$ cat src/rtl/thresh_job_ctrl.sv
// Job sequencer for the thresholding pipeline: loads SRAM_P, pulses the core
// reset and start, waits on a watchdog, then drains SRAM_B to the host.
module thresh_job_ctrl #(
  parameter int P_WORDS = 32768,
  parameter int B_BYTES = 131072,
  parameter int TIMEOUT = 1048576
) (
  input  logic        Clk,
  input  logic        Rst_n,
  input  logic        Start,
  input  logic        Abort,
  input  logic        Ld_Valid,
  input  logic [31:0] Ld_Data,
  output logic        Ld_Ready,
  input  logic        Rd_Ready,
  output logic        Rd_Valid,
  output logic [7:0]  Rd_Data,
  output logic        Busy,
  output logic        Done,
  output logic        Err,
  output logic        Rst_Core,
  output logic        Go_t,
  input  logic        Done_t,
  output logic [14:0] MP_Addr15,
  output logic [31:0] MP_di31,
  output logic        MP_enb,
  output logic        MP_web,
  output logic [16:0] MB_Addr17_2,
  output logic        MB_ena,
  output logic        MB_wea,
  input  logic [7:0]  MB_do8_2
);

  localparam int WW = (P_WORDS > 1) ? $clog2(P_WORDS) : 1;
  localparam int BW = $clog2(B_BYTES + 1);
  localparam int TW = $clog2(TIMEOUT);
  localparam logic [WW-1:0] LAST_WORD = WW'(P_WORDS - 1);
  localparam logic [BW-1:0] ALL_BYTES = BW'(B_BYTES);
  localparam logic [TW-1:0] WD_LAST   = TW'(TIMEOUT - 1);

  typedef enum logic [2:0] {
    S_IDLE, S_LOAD, S_CRST, S_GO, S_WAIT, S_READ, S_DONE, S_ERR
  } state_e;

  state_e          state_q, state_d;
  logic [WW-1:0]   word_cnt_q, word_cnt_d;
  logic [BW-1:0]   byte_cnt_q, byte_cnt_d;
  logic [TW-1:0]   wd_cnt_q, wd_cnt_d;
  logic            ld_ready_q, ld_ready_d;
  logic            busy_q, busy_d;
  logic            done_q, done_d;
  logic            err_q, err_d;
  logic            rst_core_q, rst_core_d;
  logic            go_q, go_d;
  logic            mp_en_q, mp_en_d;
  logic [14:0]     mp_addr_q, mp_addr_d;
  logic [31:0]     mp_data_q, mp_data_d;
  logic            mb_ena_q, mb_ena_d;
  logic [16:0]     mb_addr_q, mb_addr_d;
  logic            rd_valid_q, rd_valid_d;
  logic            load_hs, rd_issue;

  always_comb begin
    // NOTE: every signal driven here gets a default first, so no path can infer a latch.
    state_d    = state_q;
    word_cnt_d = word_cnt_q;
    byte_cnt_d = byte_cnt_q;
    wd_cnt_d   = wd_cnt_q;
    load_hs    = ld_ready_q & Ld_Valid;
    rd_issue   = (state_q == S_READ) & Rd_Ready & (byte_cnt_q != ALL_BYTES);

    case (state_q)
      S_IDLE, S_DONE, S_ERR: begin
        if (Start) begin
          state_d    = S_LOAD;
          word_cnt_d = '0;
          byte_cnt_d = '0;
          wd_cnt_d   = '0;
        end
      end
      S_LOAD: begin
        if (load_hs) begin
          word_cnt_d = word_cnt_q + WW'(1);
          if (word_cnt_q == LAST_WORD) state_d = S_CRST;
        end
      end
      S_CRST: state_d = S_GO;
      S_GO:   state_d = S_WAIT;
      S_WAIT: begin
        // Done_t is tested first so it wins over a simultaneous expiry.
        if (Done_t)                    state_d = S_READ;
        else if (wd_cnt_q == WD_LAST)  state_d = S_ERR;
        else                           wd_cnt_d = wd_cnt_q + TW'(1);
      end
      S_READ: begin
        if (rd_issue) byte_cnt_d = byte_cnt_q + BW'(1);
        if (rd_valid_q && !mb_ena_q && byte_cnt_q == ALL_BYTES) state_d = S_DONE;
      end
      default: state_d = S_IDLE;
    endcase

    if (Abort) state_d = S_IDLE;

    // Outputs are registered decodes of the next state, so they line up with state_q.
    ld_ready_d = (state_d == S_LOAD);
    busy_d     = !(state_d inside {S_IDLE, S_DONE, S_ERR});
    done_d     = (state_d == S_DONE);
    err_d      = (state_d == S_ERR);
    rst_core_d = (state_d == S_CRST);
    go_d       = (state_d == S_GO) || (state_d == S_WAIT);
    mp_en_d    = load_hs & ~Abort;
    mp_addr_d  = load_hs ? 15'(word_cnt_q) : mp_addr_q;
    mp_data_d  = load_hs ? Ld_Data : mp_data_q;
    mb_ena_d   = rd_issue & ~Abort;
    mb_addr_d  = rd_issue ? 17'(byte_cnt_q) : mb_addr_q;
    rd_valid_d = mb_ena_q & ~Abort;
  end

  // NOTE: sequential state uses non-blocking assignments so all registers update together.
  always_ff @(posedge Clk or negedge Rst_n) begin
    if (!Rst_n) begin
      state_q    <= S_IDLE;
      word_cnt_q <= '0;
      byte_cnt_q <= '0;
      wd_cnt_q   <= '0;
      ld_ready_q <= 1'b0;
      busy_q     <= 1'b0;
      done_q     <= 1'b0;
      err_q      <= 1'b0;
      rst_core_q <= 1'b0;
      go_q       <= 1'b0;
      mp_en_q    <= 1'b0;
      mp_addr_q  <= '0;
      mp_data_q  <= '0;
      mb_ena_q   <= 1'b0;
      mb_addr_q  <= '0;
      rd_valid_q <= 1'b0;
    end else begin
      state_q    <= state_d;
      word_cnt_q <= word_cnt_d;
      byte_cnt_q <= byte_cnt_d;
      wd_cnt_q   <= wd_cnt_d;
      ld_ready_q <= ld_ready_d;
      busy_q     <= busy_d;
      done_q     <= done_d;
      err_q      <= err_d;
      rst_core_q <= rst_core_d;
      go_q       <= go_d;
      mp_en_q    <= mp_en_d;
      mp_addr_q  <= mp_addr_d;
      mp_data_q  <= mp_data_d;
      mb_ena_q   <= mb_ena_d;
      mb_addr_q  <= mb_addr_d;
      rd_valid_q <= rd_valid_d;
    end
  end

  assign Ld_Ready    = ld_ready_q;
  assign Busy        = busy_q;
  assign Done        = done_q;
  assign Err         = err_q;
  assign Rst_Core    = rst_core_q;
  assign Go_t        = go_q;
  assign MP_Addr15   = mp_addr_q;
  assign MP_di31     = mp_data_q;
  assign MP_enb      = mp_en_q;
  assign MP_web      = mp_en_q;
  assign MB_Addr17_2 = mb_addr_q;
  assign MB_ena      = mb_ena_q;
  assign MB_wea      = 1'b0;
  assign Rd_Valid    = rd_valid_q;
  // SRAM_B's own output register supplies the data; gating keeps it 0 when not valid.
  assign Rd_Data     = rd_valid_q ? MB_do8_2 : 8'h00;

endmodule

$ cat config.mk
export PLATFORM = sky130hd
export DESIGN_NAME = thresh_job_ctrl
export DESIGN_NICKNAME = d
export VERILOG_FILES = /design/src/rtl/thresh_job_ctrl.sv
export SDC_FILE = /design/constraint.sdc
export NUM_CORES = 1
export LEC_CHECK = 0
export ABC_AREA = 1
export CORE_MARGIN = 4
export CORE_UTILIZATION = 47
export CTS_BUF_LIST = sky130_fd_sc_hd__clkbuf_4 sky130_fd_sc_hd__clkbuf_8 sky130_fd_sc_hd__clkbuf_16
export DETAILED_ROUTE_END_ITERATION = 10
export GPL_ROUTABILITY_DRIVEN = 0
export GPL_TIMING_DRIVEN = 1
export PLACE_DENSITY = 0.74
export RECOVER_POWER = 50
export SLEW_MARGIN = 15
export SYNTH_ARGS = -nofsm -noshare
export SYNTH_HDL_FRONTEND = slang
export SYNTH_SLANG_ARGS = --single-unit
export TNS_END_PERCENT = 50
$ cat constraint.sdc
create_clock -name Clk -period 1.95 [get_ports Clk]
set_input_delay 0.39 -clock Clk [delete_from_list [all_inputs] [get_ports Clk]]
set_output_delay 0.39 -clock Clk [all_outputs]
set_load 0.02 [all_outputs]
==> impl_table.tex <==
\begin{tabular}{lr}
\hline
Metric & Value \\
\hline
\multicolumn{2}{l}{\textbf{Timing}} \\
Final WS setup & 0.0764 ns \\
Timing-limited maximum frequency & 534 MHz \\
Worst max-slew margin expressed relative to the limit & 48.0\% \\
Share of the clock period used by the worst path after layout & a little over nine tenths \\
Final setup viols & 0 \\
RSZ-0062 raised after global routing & true \\
Slew at the pin closest to its max-slew limit & 0.780 ns \\
Final Hold Fails & 0 \\
Worst Skew & 0.00585 ns \\
Min Tclk post-route & 1.87 ns \\
Number of slew-limit violations in the final report & 0 \\
\multicolumn{2}{l}{\textbf{Critical path}} \\
Cells along the critical path & clkdlybuf4s50\_1 \\
Path type of the worst setup path & flip-flop to output port \\
CP Launch Type & flip-flop \\
CP Data Arrival Time & approximately 1.5 ns \\
Largest driver fanout on the critical path & 10 \\
Family with the most delay on the worst path & buffers and inverters \\
Standard cell with the maximum stage delay on the critical path & clkdlybuf4s50\_1 \\
Largest stage delay on the critical path & 0.63 ns \\
Required time at the worst-slack endpoint & roughly 1.6 ns \\
Capturing element type of the critical path & output port \\
Buffers and inverters on the worst path & 1 \\
\multicolumn{2}{l}{\textbf{Logic synthesis}} \\
Cells after Synth & 773 \\
Top-area cell type share of the netlist area & between 50\% and 60\% \\
Cell type contributing the most total cell area after synthesis & dfrtp\_1 \\
Area fraction in compound gates after synthesis & 8.06\% \\
Cell variety after synth & 37 \\
Post-synth design cell area & 0.00617 mm\^{}2 \\
Largest family of logic cells by synthesized area & simple AND/OR/NAND/NOR gates \\
Post-synthesis mux area share & 0.182\% \\
Arithmetic-cell share of the synthesized area counting full adders, half adders and majority gates & less than 1\% \\
Share of flip-flops with an asynchronous set or reset after synthesis & 100\% \\
Simple-gate share of the synthesized area & 30.5\% \\
Primary FF master, synth & dfrtp\_1 \\
Most frequently used cell type in the post-synthesis netlist & nand2\_1 \\
Post-Synthesis Net Count & 824 \\
Yosys Warn Count & 0 \\
Synthesized-area fraction occupied by xor and xnor cells & 1.28\% \\
Most common library cells after synthesis & 267 x nand2\_1, 129 x dfrtp\_1, 73 x nor2\_1 \\
Flop and latch count out of synthesis & $\sim$130 \\
Main area contributors after synthesis & dfrtp\_1 52\%, nand2\_1 16\%, nor2\_1 4.4\% \\
Number of synthesized flops with an enable pin & 0 \\
Syn\_area\_per\_cell & between 7 and 8 um\^{}2 \\
Post-synthesis sequential area ratio & 52.3\% \\
\multicolumn{2}{l}{\textbf{Die}} \\
Num ports & 130 \\
Placeable Area & 0.0127 mm\^{}2 \\
Site Rows & approximately 40 \\
Die footprint & $\sim$0.015 mm\^{}2 \\
DIE WIDTH & 123 um \\
Initial standard-cell utilization of the core & $\sim$49\% \\
Die outline height & 123 um \\
\multicolumn{2}{l}{\textbf{CTS}} \\
Clk Tree Root Cell & clkbuf\_16 \\
Sinks on Clock Net & 129 \\
CTS Buffer Depth & 2 \\
Clock tree from TritonCTS & yes \\
CTS H-tree lvls & 4 \\
Clk slew on worst S/H paths & 0.05 ns \\
Later-pin clock latency in the skew report & 0.42 ns \\
Num CTS Buffers & 17 \\
\multicolumn{2}{l}{\textbf{Place}} \\
Count of buffers inserted at the top-level ports & 128 \\
Post-detail-place hpwl & between 10000 and 15000 um \\
Setup slack after placement & -0.0821 ns \\
Post-Place Cell Area & 0.00784 mm\^{}2 \\
\multicolumn{2}{l}{\textbf{GRT}} \\
GRT Resource Usage Total & 21.0\% \\
Vias in the first global route & 5555 \\
Largest net degree at the start of global routing & 51 \\
Remaining global-route overflow & 0 \\
Wire length of the first global-routing pass & 24900 um \\
Number of antenna violations at the first check in global routing & 0 \\
\multicolumn{2}{l}{\textbf{Power and ir drop}} \\
Static power due to leakage & 4.01 nW \\
Cell area power density & 1250 mW/mm\^{}2 \\
Worst vdd ir & 690 uV \\
\multicolumn{2}{l}{\textbf{Cells and area}} \\
Post-route cell area & 0.00839 mm\^{}2 \\
Layout cell share with drive strength beyond 1 & between 10\% and 20\% \\
Count of filler cells inserted in the layout & 1099 \\
Total Nets Final & 986 \\
Antenna diodes & 0 \\
Area grow syn2layout & 35.9\% \\
\multicolumn{2}{l}{\textbf{Detailed routing}} \\
Final ANT Viol Nets & 0 \\
Detailed-route wire length per cell & 13.3 um \\
Router iterations before antenna repair & 5 \\
Iteration-0 DRC count of the detailed router & around 330 \\
Via density per instance & roughly 4.9 \\
Total number of vias & 5477 \\
DRC violation count after routing & 0 \\
Total routed wirelength & 14900 um \\
\multicolumn{2}{l}{\textbf{Hold path}} \\
Path category of the worst min-delay check & flip-flop to flip-flop \\
\multicolumn{2}{l}{\textbf{Outcome}} \\
Status & finished clean \\
\multicolumn{2}{l}{\textbf{Job}} \\
Number of maximum-capacitance constraint violations & 0 \\
\hline
\end{tabular}
[cell usage in the layout, fill, tap and decap left out, types with 4 or more instances in the layout]
master and instances:
clkbuf_4 6, nor2_2 9, nand4_1 14, dfrtp_1 128, ha_1 4, dlygate4sd2_1 8, nand2_1 266, nor3_1 17
a21oi_1 21, o31ai_1 8, nor2_1 70, o21ai_0 45, inv_1 72, inv_2 4, xor2_1 9, nand2_2 7
nand3_1 40, clkbuf_16 17, buf_4 29, o21ai_1 13, clkdlybuf4s50_1 117, clkinv_2 8
[flip-flops by register name (all words and copies together), names as in the netlist, 3 cells and up]
| name | cells |
|---|---|
| MB_Addr17_2 | 17 |
| MP_Addr15 | 15 |
| MP_di31 | 32 |
| byte_cnt_q | 18 |
| state_q | 3 |
| wd_cnt_q | 20 |
| word_cnt_q | 15 |
[power breakdown]
group,internal (mW),total [mW],switching [mW]
Clock,1.79,2.91,1.12
Combinational,1.67,4.16,2.49
Sequential,3.16,3.43,0.274
Total,6.61,10.5,3.89
[worst paths after layout]
kind / startpoint / to / slack (ns) / cells after the start
min: MP_di31[21]$_DFFE_PN0P_ / MP_di31[21]$_DFFE_PN0P_ / 0.48 / 2
max: Rd_Valid$_DFF_PN0_ / Rd_Valid / 0.08 / 1
max reg2reg: wd_cnt_q[0]$_DFFE_PN0P_ / wd_cnt_q[7]$_DFFE_PN0P_ / 0.18 / 11
min reg2reg: MP_di31[21]$_DFFE_PN0P_ / MP_di31[21]$_DFFE_PN0P_ / 0.48 / 2
min in group asynchronous: Rst_n / MP_di31[18]$_DFFE_PN0P_ / 0.58 / 2
max in group asynchronous: Rst_n / MB_Addr17_2[9]$_DFFE_PN0P_ / 0.31 / 3
[cell type report]
cell class	count	area, um^2	area share, %
Tap cell	172	215	2.57
Multi-Input combinational cell	544	2540	30.3
Sequential cell	129	3230	38.5
Clock inverter	12	92.6	1.10
Clock buffer	20	454	5.41
Inverter	79	304	3.62
Timing Repair Buffer	164	1550	18.5
[what timing repair did]
action | in CTS | in global routing
setup buffers | 0 | 3
endpoints found under the hold margin | 28 | 0
endpoints found under the setup margin | 9 | 27
pin swaps | 0 | 1
resized for setup | 9 | 7
hold buffers | 1 | 0
[routing by layer]
layer | part of all wire, % | GRT usage (%)
met3 | 5.9 | 6.08
met2 | 48 | 35.3
met5 | 0 | 0
met4 | 1.5 | 7.98
met1 | 44 | 25.7
[worst reg2reg max path: stages (launching register included)]
cell and delay (ns):
dfrtp_1 0.38, ha_1 0.23, nand2_1 0.10, nor2_2 0.05, nand2_1 0.11, nor2_2 0.07
nand2_2 0.09, nand4_2 0.22, nor2_2 0.23, nand3_1 0.09, nand2_1 0.06, nor2_1 0.04
[per-stage QoR]
step	instances	TNS [ns]	utilization (%)	power, mW	hold WS (ns)
2_1_floorplan	773	0	-	5.99	0.0944
3_3_place_gp	1084	-0.0544	61.6	7.50	0.364
3_5_place_dp	1084	-0.777	61.6	7.57	0.364
4_1_cts	1117	0	65.9	10.5	0.461
5_1_grt	1120	-0.0362	65.9	11.2	0.496
6_report	1120	0	65.9	10.5	0.476
[cells by family after synthesis]
| kind of cell | after synthesis |
|---|---|
| adder cells (fa/ha/maj) | 4 |
| AO/OA/AOI/OAI | 93 |
| other | 1 |
| multiplexers | 1 |
| AND/OR/NAND/NOR | 436 |
| flip-flops | 129 |
| buffers and inverters | 100 |
| XOR/XNOR | 9 |
Power figures use the tool's default switching activity.
